--- config.mk ---
export PLATFORM = sky130hd
export DESIGN_NAME = decode_execute_register
export DESIGN_NICKNAME = d
export VERILOG_FILES = /design/src/rtl/decode_execute_register_pkg.sv /design/src/rtl/decode_execute_register_forwarding_unit.sv /design/src/rtl/decode_execute_register.sv
export SDC_FILE = /design/constraint.sdc
export NUM_CORES = 1
export LEC_CHECK = 0
export ABC_AREA = 1
export CAP_MARGIN = 40
export CORE_MARGIN = 4
export CORE_UTILIZATION = 40
export CTS_BUF_LIST = sky130_fd_sc_hd__clkbuf_4 sky130_fd_sc_hd__clkbuf_8
export CTS_CLUSTER_DIAMETER = 60
export DETAILED_ROUTE_END_ITERATION = 7
export HOLD_SLACK_MARGIN = 0.02
export PLACE_DENSITY = 0.79
export SKIP_CTS_REPAIR_TIMING = 1
export SYNTH_ARGS = -nofsm -noshare
export SYNTH_HDL_FRONTEND = slang
export SYNTH_SLANG_ARGS = --single-unit
--- constraint.sdc ---
create_clock -name CLK -period 4.4 [get_ports CLK]
set_input_delay 1.1 -clock CLK [delete_from_list [all_inputs] [get_ports CLK]]
set_output_delay 1.1 -clock CLK [all_outputs]
set_load 0.02 [all_outputs]
--- src/rtl/decode_execute_register_pkg.sv ---
// Shared types for the decode->execute pipeline register: ALU opcodes, source selects,
// forwarding selects and the packed control bundle carried down the pipe.
package decode_execute_register_pkg;

  typedef enum logic [3:0] {
    ALU_ADD  = 4'd0,
    ALU_SUB  = 4'd1,
    ALU_AND  = 4'd2,
    ALU_OR   = 4'd3,
    ALU_XOR  = 4'd4,
    ALU_SLT  = 4'd5,
    ALU_SLTU = 4'd6,
    ALU_SLL  = 4'd7,
    ALU_SRL  = 4'd8,
    ALU_SRA  = 4'd9
  } alu_op_t;

  typedef enum logic [1:0] {
    FWD_NONE = 2'd0,
    FWD_MEM  = 2'd1,
    FWD_WB   = 2'd2
  } fwd_sel_t;

  typedef enum logic {
    SRCA_REG = 1'b0,
    SRCA_PC  = 1'b1
  } srca_sel_t;

  typedef enum logic {
    SRCB_REG = 1'b0,
    SRCB_IMM = 1'b1
  } srcb_sel_t;

  typedef struct packed {
    logic reg_write;
    logic mem_read;
    logic mem_write;
    logic branch;
    logic jump;
  } ctrl_t;

  localparam ctrl_t CTRL_BUBBLE = ctrl_t'(5'b00000);

  // A later stage supplies rs when it writes a nonzero index equal to rs (x0 is hardwired).
  function automatic logic reg_hit(input logic wr, input logic [4:0] rd, input logic [4:0] rs);
    return wr && (rd != 5'd0) && (rd == rs);
  endfunction

endpackage

--- src/rtl/decode_execute_register_forwarding_unit.sv ---
// Chooses the source of each execute-stage operand: MEM result, WB result, or held register data.
// MEM is the younger producer, so it wins over WB.
module forwarding_unit
  import decode_execute_register_pkg::*;
(
  input  logic [4:0] rs1_addr,
  input  logic [4:0] rs2_addr,
  input  logic [4:0] rd_addr_m,
  input  logic       reg_write_m,
  input  logic [4:0] rd_addr_w,
  input  logic       reg_write_w,
  output fwd_sel_t   fwd_a,
  output fwd_sel_t   fwd_b
);

  // Per-source priority select.
  always_comb begin
    fwd_a = FWD_NONE;
    fwd_b = FWD_NONE;
    if (reg_hit(reg_write_m, rd_addr_m, rs1_addr)) begin
      fwd_a = FWD_MEM;
    end else if (reg_hit(reg_write_w, rd_addr_w, rs1_addr)) begin
      fwd_a = FWD_WB;
    end else begin
      fwd_a = FWD_NONE;
    end
    if (reg_hit(reg_write_m, rd_addr_m, rs2_addr)) begin
      fwd_b = FWD_MEM;
    end else if (reg_hit(reg_write_w, rd_addr_w, rs2_addr)) begin
      fwd_b = FWD_WB;
    end else begin
      fwd_b = FWD_NONE;
    end
  end

endmodule

--- src/rtl/decode_execute_register.sv ---
// Decode->execute pipeline register with operand forwarding and load-use hazard detection.
// ALU operands and store data are muxed combinationally from the registered fields.
module decode_execute_register
  import decode_execute_register_pkg::*;
#(
  parameter int XLEN = 32
) (
  input  logic            CLK,
  input  logic            RST_N,
  input  logic            Stall_E,
  input  logic            Flush_E,
  input  logic            Valid_D,
  input  logic [XLEN-1:0] PC_D,
  input  logic [4:0]      RS1_Addr_D,
  input  logic [4:0]      RS2_Addr_D,
  input  logic [4:0]      RD_Addr_D,
  input  logic [XLEN-1:0] RS1_Data_D,
  input  logic [XLEN-1:0] RS2_Data_D,
  input  logic [XLEN-1:0] Imm_D,
  input  logic [3:0]      ALU_Control_D,
  input  logic            SrcA_Sel_D,
  input  logic            SrcB_Sel_D,
  input  logic [4:0]      Ctrl_D,
  input  logic [4:0]      RD_Addr_M,
  input  logic            Reg_Write_M,
  input  logic [XLEN-1:0] ALU_Result_M,
  input  logic [4:0]      RD_Addr_W,
  input  logic            Reg_Write_W,
  input  logic [XLEN-1:0] Result_W,
  output logic [3:0]      ALU_Control_E,
  output logic [XLEN-1:0] SrcA_E,
  output logic [XLEN-1:0] SrcB_E,
  output logic [XLEN-1:0] Store_Data_E,
  output logic [XLEN-1:0] PC_E,
  output logic [4:0]      RD_Addr_E,
  output logic [4:0]      Ctrl_E,
  output logic            Valid_E,
  output logic            Stall_D
);

  logic            valid_e_r;
  ctrl_t           ctrl_e_r;
  logic [4:0]      rd_addr_e_r;
  logic [3:0]      alu_control_e_r;
  logic [XLEN-1:0] pc_e_r;
  logic [XLEN-1:0] imm_e_r;
  logic [4:0]      rs1_addr_e_r;
  logic [4:0]      rs2_addr_e_r;
  logic [XLEN-1:0] rs1_data_e_r;
  logic [XLEN-1:0] rs2_data_e_r;
  srca_sel_t       srca_sel_e_r;
  srcb_sel_t       srcb_sel_e_r;

  ctrl_t           ctrl_d_s;
  logic            rs1_used_s;
  logic            rs2_used_s;
  logic            load_use_s;
  fwd_sel_t        fwd_a_s;
  fwd_sel_t        fwd_b_s;
  logic [XLEN-1:0] fwd_a_data_s;
  logic [XLEN-1:0] fwd_b_data_s;

  assign ctrl_d_s = ctrl_t'(Ctrl_D);

  // Load-use hazard: a load in EX feeds a source the decode instruction actually reads.
  always_comb begin
    rs1_used_s = (srca_sel_t'(SrcA_Sel_D) == SRCA_REG);
    rs2_used_s = (srcb_sel_t'(SrcB_Sel_D) == SRCB_REG) || ctrl_d_s.mem_write || ctrl_d_s.branch;
    load_use_s = 1'b0;
    if (valid_e_r && ctrl_e_r.mem_read && (rd_addr_e_r != 5'd0) && Valid_D) begin
      load_use_s = (rs1_used_s && (rd_addr_e_r == RS1_Addr_D)) ||
                   (rs2_used_s && (rd_addr_e_r == RS2_Addr_D));
    end else begin
      load_use_s = 1'b0;
    end
    Stall_D = (Stall_E | load_use_s) & ~Flush_E;
  end

  // EX register: reset > flush bubble > hold (with WB refresh) > load-use bubble > capture.
  always_ff @(posedge CLK) begin
    if (!RST_N) begin
      valid_e_r       <= 1'b0;
      ctrl_e_r        <= CTRL_BUBBLE;
      rd_addr_e_r     <= 5'd0;
      alu_control_e_r <= ALU_ADD;
      pc_e_r          <= {XLEN{1'b0}};
      imm_e_r         <= {XLEN{1'b0}};
      rs1_addr_e_r    <= 5'd0;
      rs2_addr_e_r    <= 5'd0;
      rs1_data_e_r    <= {XLEN{1'b0}};
      rs2_data_e_r    <= {XLEN{1'b0}};
      srca_sel_e_r    <= SRCA_REG;
      srcb_sel_e_r    <= SRCB_REG;
    end else if (Flush_E || (!Stall_E && load_use_s)) begin
      valid_e_r       <= 1'b0;
      ctrl_e_r        <= CTRL_BUBBLE;
      rd_addr_e_r     <= 5'd0;
      alu_control_e_r <= ALU_ADD;
    end else if (Stall_E) begin
      // The held operands must not go stale while WB retires their producer.
      if (reg_hit(Reg_Write_W, RD_Addr_W, rs1_addr_e_r)) rs1_data_e_r <= Result_W;
      if (reg_hit(Reg_Write_W, RD_Addr_W, rs2_addr_e_r)) rs2_data_e_r <= Result_W;
    end else begin
      valid_e_r       <= Valid_D;
      ctrl_e_r        <= ctrl_d_s;
      rd_addr_e_r     <= RD_Addr_D;
      alu_control_e_r <= ALU_Control_D;
      pc_e_r          <= PC_D;
      imm_e_r         <= Imm_D;
      rs1_addr_e_r    <= RS1_Addr_D;
      rs2_addr_e_r    <= RS2_Addr_D;
      rs1_data_e_r    <= reg_hit(Reg_Write_W, RD_Addr_W, RS1_Addr_D) ? Result_W : RS1_Data_D;
      rs2_data_e_r    <= reg_hit(Reg_Write_W, RD_Addr_W, RS2_Addr_D) ? Result_W : RS2_Data_D;
      srca_sel_e_r    <= srca_sel_t'(SrcA_Sel_D);
      srcb_sel_e_r    <= srcb_sel_t'(SrcB_Sel_D);
    end
  end

  forwarding_unit u_forwarding_unit (
    .rs1_addr    (rs1_addr_e_r),
    .rs2_addr    (rs2_addr_e_r),
    .rd_addr_m   (RD_Addr_M),
    .reg_write_m (Reg_Write_M),
    .rd_addr_w   (RD_Addr_W),
    .reg_write_w (Reg_Write_W),
    .fwd_a       (fwd_a_s),
    .fwd_b       (fwd_b_s)
  );

  // Operand muxing from forwarded data, PC and immediate.
  always_comb begin
    case (fwd_a_s)
      FWD_MEM: fwd_a_data_s = ALU_Result_M;
      FWD_WB:  fwd_a_data_s = Result_W;
      default: fwd_a_data_s = rs1_data_e_r;
    endcase
    case (fwd_b_s)
      FWD_MEM: fwd_b_data_s = ALU_Result_M;
      FWD_WB:  fwd_b_data_s = Result_W;
      default: fwd_b_data_s = rs2_data_e_r;
    endcase
    if (srca_sel_e_r == SRCA_PC) begin
      SrcA_E = pc_e_r;
    end else begin
      SrcA_E = fwd_a_data_s;
    end
    if (srcb_sel_e_r == SRCB_IMM) begin
      SrcB_E = imm_e_r;
    end else begin
      SrcB_E = fwd_b_data_s;
    end
    Store_Data_E = fwd_b_data_s;
  end

  assign ALU_Control_E = alu_control_e_r;
  assign PC_E          = pc_e_r;
  assign RD_Addr_E     = rd_addr_e_r;
  assign Ctrl_E        = ctrl_e_r;
  assign Valid_E       = valid_e_r;

endmodule

==> results.md, run 1 <==
- Outcome: finished, violations left
- Failing checks: setup timing
- Clk root buf: clkbuf_8
- Rel. slew slack: 50.11%
- First-pass DRT Iterations: 6
- Measured slew at the worst slew-check pin: 748.4 ps
- Htree depth: 4
- Top_reg_cell synth: dfxtp_1
- Vias in the first global route: about 12000
- Skew final: 23.01 ps
- Largest cells by area after synthesis: dfxtp_1 30%, nand2_1 23%, nand3_1 14%, nor2_1 8.1%, inv_1 5.5%
- Largest stage delay on the critical path: ~600 ps
- Tightest Hold Check Type: reg -> reg
- Total negative slack: -802.7 ps
- Die outline height: 168.0 microns
- Min Tclk post-route: 4582 ps
- Maximum net fanout on the critical path: 28
- Pin count of the biggest net entering global routing: 66
- DR vias/cell: 5.183
- Routed wire length: 43.01 mm
- Worst-path clk slew: 110 ps
- CP Launch Type: primary input
- Total grt overflow: 0
- WL/cell: 17.58 microns
- VDD IR-drop max: roughly 0.00016 V
- RSZ-0062 raised after global routing: yes
- Latest clock arrival within the worst-skew pair: approximately 470 ps
- Initial antenna violation count: 6
- DR vias: 12680
- Largest area contributor in the netlist: dfxtp_1
- Crit path kind: in -> out
- Syn Nets: 2000
- Fmax: 0.2183 GHz
- Most common cell in the netlist: nand2_1
- Core box area: 25180 sq um
- CTS tree: done
- Total GRT Usage: about 29%
- DRC errors left: 0
- Sequential area share after synthesis: 30.31%
- Layout fillers: between 2000 and 2500
- CTS buffer count: 17
- CP required: 3300 ps
- Placed inst area: 14440 sq um
- Post-Syn Area: 10240 sq um
- Row count: 58
- Max-cap viol count: 0
- Layout cells sized above 1: around 6%
- Port bufs: 378
- Buf/Inv on CP: 5
- Crit-path leading delay family: buffers and inverters
- Placed insts: 2405
- DRT antenna net count: 0
- Post-DP HPWL: 32.05 mm
- First-pass GRT wire length: 65.46 mm
- Top-area cell type share of the netlist area: a little under a third
- Yosys warns: 0
- Total Nets Final: approximately 2300
- Final cell count without fillers: between 2000 and 2500
- Pwr/cell area: 267.3 nW/um^2
- 1st-iter DRT viols: roughly 1200
- Most instantiated cells after synthesis: 628 x nand2_1, 295 x nand3_1, 220 x nor2_1, 155 x dfxtp_1, 149 x inv_1
- Critical path arrival: 3480 ps
- Layout area overhead: 48.05%
- Period Utilization, post-route: 104.1%
- Initial Util: about two fifths
- Mean post-synth cell area: 5.799 sq um
- Die Area: 28210 sq um
- Critical path cell sequence: clkdlybuf4s50_1 > xnor2_1 > nand2_1 > nor2_2 > nand3_4 > inv_1 > buf_12 > nand3_1 > nand2_1 > o21ai_1 > inv_1 > clkdlybuf4s50_1
- Netlist cell types: 27
- Seq cells post-synth: approximately 160
- Die width: 168.0 microns
- Final setup margin: -181.7 ps
- Leakage power: 0.008568 uW
- Bufs on Longest Clock Path: 2
- Cell count after synthesis: ~1800
- Final setup vio count: 7
- EDFF count, synth: 0
- Post-layout instance area: 15150 sq um
- Asr flop ratio synth: 0%
- Nature of the critical path endpoint: output pin
- Final Max Slew Viols: 0
- I/O pins: 379
- Crit-path slowest cell: clkdlybuf4s50_1
- Final Hold Viols: 0
- CTS Sinks: 155
- GPL Wtd Cong: 0.9995
tightest hold or removal path, cell delays in order, from the launching register on:
cell and delay [ps]:
dfxtp_1 320, nand2_1 50, a21oi_1 50
through the flow:
step	setup slack, ps	power [uW]	hold slack, ps	utilization [%]
final	-181.7	4051	461.4	60.18
after global routing	-294.6	4248	482.6	60.16
after CTS	-245.6	4082	464.8	59.00
after detailed placement	-230.2	2886	449.1	57.32
after global placement	-177.0	2862	441.5	57.11
after floorplan	874.3	2217	437.9	-
cells in the final DEF, fill, tap and decap left out, drive strengths merged:
cell type	n
diode	7
dfxtp	155
clkdlybuf4s50	286
buf	65
a21boi	42
nand3b	1
nand3	301
clkinv	4
a21oi	10
nand2	632
nor3	2
nor2	224
xor2	12
inv	164
clkbuf	19
nand4	43
xnor2	16
bufinv	2
o21ai	41
dlymetal6s2s	90
final timing paths:
check / from / to / slack [ps] / depth (start not counted)
worst max register to register: RD_Addr_E[1] / PC_E[3] / 1860 / 13
worst min register to register: ALU_Control_E[3] / ALU_Control_E[3] / 460 / 2
worst max-delay path: RD_Addr_W[1] / SrcA_E[8] / -180 / 12
worst min-delay path: ALU_Control_E[3] / ALU_Control_E[3] / 460 / 2
power breakdown:
part / leakage [uW] / internal (uW) / switching (uW) / total, uW
Combinational: 0.00708 / 601 / 711 / 1310
Sequential: 0.00128 / 1490 / 50.6 / 1540
Clock: 0.000215 / 544 / 656 / 1200
flip-flops by register name, summed over array words and instances, names as in the netlist:
signal	flops
ALU_Control_E	4
Ctrl_E	5
RD_Addr_E	5
rs2_data_e_r	32
Valid_E	1
srca_sel_e_r	1
rs2_addr_e_r	5
PC_E	32
imm_e_r	32
rs1_data_e_r	32
rs1_addr_e_r	5
srcb_sel_e_r	1
layer usage:
metal	GRT usage, %	vias to the layer above	share of wire, %	wire length, microns
met1	39.18	5714	43	18370
met2	43.69	674	44	18900
met5	0	-	0.019	8
met3	7.373	91	9.9	4248
met4	11.29	2	3.4	1479
li1	-	6197	-	-
kinds of logic after synthesis:
logic type	after synthesis	share of synthesized area, %
xor+xnor	28	2.396
simple gates	1203	49.74
compound gates	93	5.611
flops	155	30.31
buf+inv	286	11.94
layout make-up:
| cell class | instances | area (sq um) | share of cell area, % |
|---|---|---|---|
| Antenna cell | 7 | 17.52 | 0.1156 |
| Sequential cell | 155 | 3103 | 20.48 |
| Multi-Input combinational cell | 1324 | 5944 | 39.23 |
| Inverter | 156 | 588.1 | 3.880 |
| Tap cell | 330 | 412.9 | 2.725 |
| Timing Repair Buffer | 442 | 4666 | 30.79 |
| Clock inverter | 14 | 175.2 | 1.156 |
| Clock buffer | 18 | 247.7 | 1.635 |
No activity file was read; power rests on OpenSTA's default activity.
==> run 2, diff against run 1 <==
--- a/config.mk
+++ b/config.mk
@@ -18,3 +18,4 @@
 export SYNTH_ARGS = -nofsm -noshare
 export SYNTH_HDL_FRONTEND = slang
 export SYNTH_SLANG_ARGS = --single-unit
+export TNS_END_PERCENT = 100
==> results of run 2 <==
The final DEF is identical to that of run 1; final timing and power are the same.
==> run 3, diff against run 2 <==
--- a/config.mk
+++ b/config.mk
@@ -8,12 +8,12 @@
 export ABC_AREA = 1
 export CAP_MARGIN = 40
 export CORE_MARGIN = 4
-export CORE_UTILIZATION = 40
+export CORE_UTILIZATION = 50
 export CTS_BUF_LIST = sky130_fd_sc_hd__clkbuf_4 sky130_fd_sc_hd__clkbuf_8
 export CTS_CLUSTER_DIAMETER = 60
 export DETAILED_ROUTE_END_ITERATION = 7
 export HOLD_SLACK_MARGIN = 0.02
-export PLACE_DENSITY = 0.79
+export PLACE_DENSITY = 0.95
 export SKIP_CTS_REPAIR_TIMING = 1
 export SYNTH_ARGS = -nofsm -noshare
 export SYNTH_HDL_FRONTEND = slang
==> results.md, run 3 (synthesis results as in run 1) <==
- Outcome: finished clean
- Final setup vio count: 0
- Min Tclk post-route: ~4400 ps
- WL met1: 16.36 mm
- Core box area: 20170 sq um
- Routed wire length: 43.03 mm
- WL met3: around 4.7 mm
- Most frequent cells in the layout: 628 x nand2_1, 294 x nand3_1, 279 x clkdlybuf4s50_1, 218 x nor2_1, 155 x dfxtp_1
- Nature of the critical path endpoint: output pin
- Layout area overhead: 47.28%
- Row count: 52
- Sequential share of power: around two fifths
- Sw frac: a little over a third
- Skew final: 22.51 ps
- Measured slew at the worst slew-check pin: approximately 800 ps
- Crit path kind: in -> out
- I/O pins: roughly 380
- CTS buffer count: 17
- Max-cap viol count: 0
- First-pass DRT Iterations: 6
- Net Sw Power: 1411 uW
- Total grt overflow: 0
- Vias in the first global route: 11930
- Bufs on Longest Clock Path: 2
- Rel. slew slack: a little under half
- GPL Wtd Cong: 1.016
- Critical path arrival: 3260 ps
- WL/cell: ~18 microns
- Layout cells sized above 1: 6.395%
- Flop2flop setup slack: 1740 ps
- Initial Util: a little over 50%
- DRC errors left: 0
- Pin count of the biggest net entering global routing: 74
- DR vias: about 13000
- Pwr/cell area: 266.8 nW/um^2
- CP Launch Type: primary input
- DR top layer: met5
- CTS Sinks: 155
- Port bufs: 378
- VDD IR-drop max: 0.0001987 V
- Initial antenna violation count: 5
- Worst-path clk slew: 100 ps
- DRT antenna net count: 0
- Die width: 151.1 microns
- Placed inst area: 14440 sq um
- Clock group share of total power: 29.2%
- Routed wl met2: 20.49 mm
- Die Area: approximately 23000 sq um
- Fmax: 0.2293 GHz
- First-pass GRT wire length: 63.24 mm
- Tot Pwr: 4022 uW
- Total Nets Final: 2333
- Post-layout instance area: ~15000 sq um
- Internal power: roughly 2600 uW
- Combinational power share: about a third
- Latest clock arrival within the worst-skew pair: 480 ps
- DR vias/cell: 5.435
- 1st-iter DRT viols: 1160
- Post-DP HPWL: roughly 31 mm
- Period Utilization, post-route: 99.11%
- Total GRT Usage: 35.27%
- Final Hold Viols: 0
- CTS tree: done
- Final Max Slew Viols: 0
- Htree depth: 4
- Most common cell after layout, fill and taps aside: nand2_1
- CP required: 3300 ps
- Die outline height: 151.1 microns
- Leakage power: 0.008564 uW
- Clk root buf: clkbuf_8
- Maximum net fanout on the critical path: 4
- Tightest Hold Check Type: reg -> reg
run 3: cell type report:
cell class,instances,area (sq um)
antenna,5,12.51
clock buffer,18,247.7
clock inverter,14,160.2
fill,1519,5094
inverter,156,588.1
multi-input combinational,1324,5947
sequential,155,3103
tap,270,337.8
timing repair buffer,444,4679
run 3: path summary, 6_finish.rpt:
path,from,end,cells past startpoint
max,RS2_Addr_D[1],Stall_D,10
min reg2reg,ALU_Control_E[3],ALU_Control_E[3],2
max reg2reg,RD_Addr_E[1],imm_e_r[13],12
min,ALU_Control_E[3],ALU_Control_E[3],2
run 3: critical path: stages:
cell	delay (ps)
clkdlybuf4s50_1	620
inv_2	70
nand2_1	90
nand2_1	60
nor2_1	150
nand3_1	120
nand2_2	90
nand2_2	60
a21oi_1	230
clkdlybuf4s50_1	680
run 3: per-stage QoR:
step	setup TNS, ps	utilization, %	hold slack (ps)	std cells	worst slack, ps
detailed placement	-6231	71.58	452.6	2348	-165.8
floorplan	0	-	437.9	1765	874.3
CTS	-6849	73.60	465.7	2380	-174.0
finish	0	74.75	465.4	2386	39.10
global route	-27.39	74.73	476.6	2385	-23.84
global placement	-4034	71.45	441.6	2347	-128.9
run 3: routing by layer:
| layer | GRT usage [%] | up-vias |
|---|---|---|
| li1 | - | 6201 |
| met1 | 45.18 | 5840 |
| met2 | 57.36 | 802 |
| met3 | 8.109 | 122 |
| met4 | 14.42 | 2 |
| met5 | 0 | - |
run 3: power groups by stage:
stage                     logic [uW]  registers, uW  clock network, uW
after floorplan                  630           1590                  0
after global placement          1280           1560                  0
after detailed placement        1310           1570                  0
after CTS                       1320           1540               1180
after global routing            1410           1550               1230
final                           1310           1540               1170
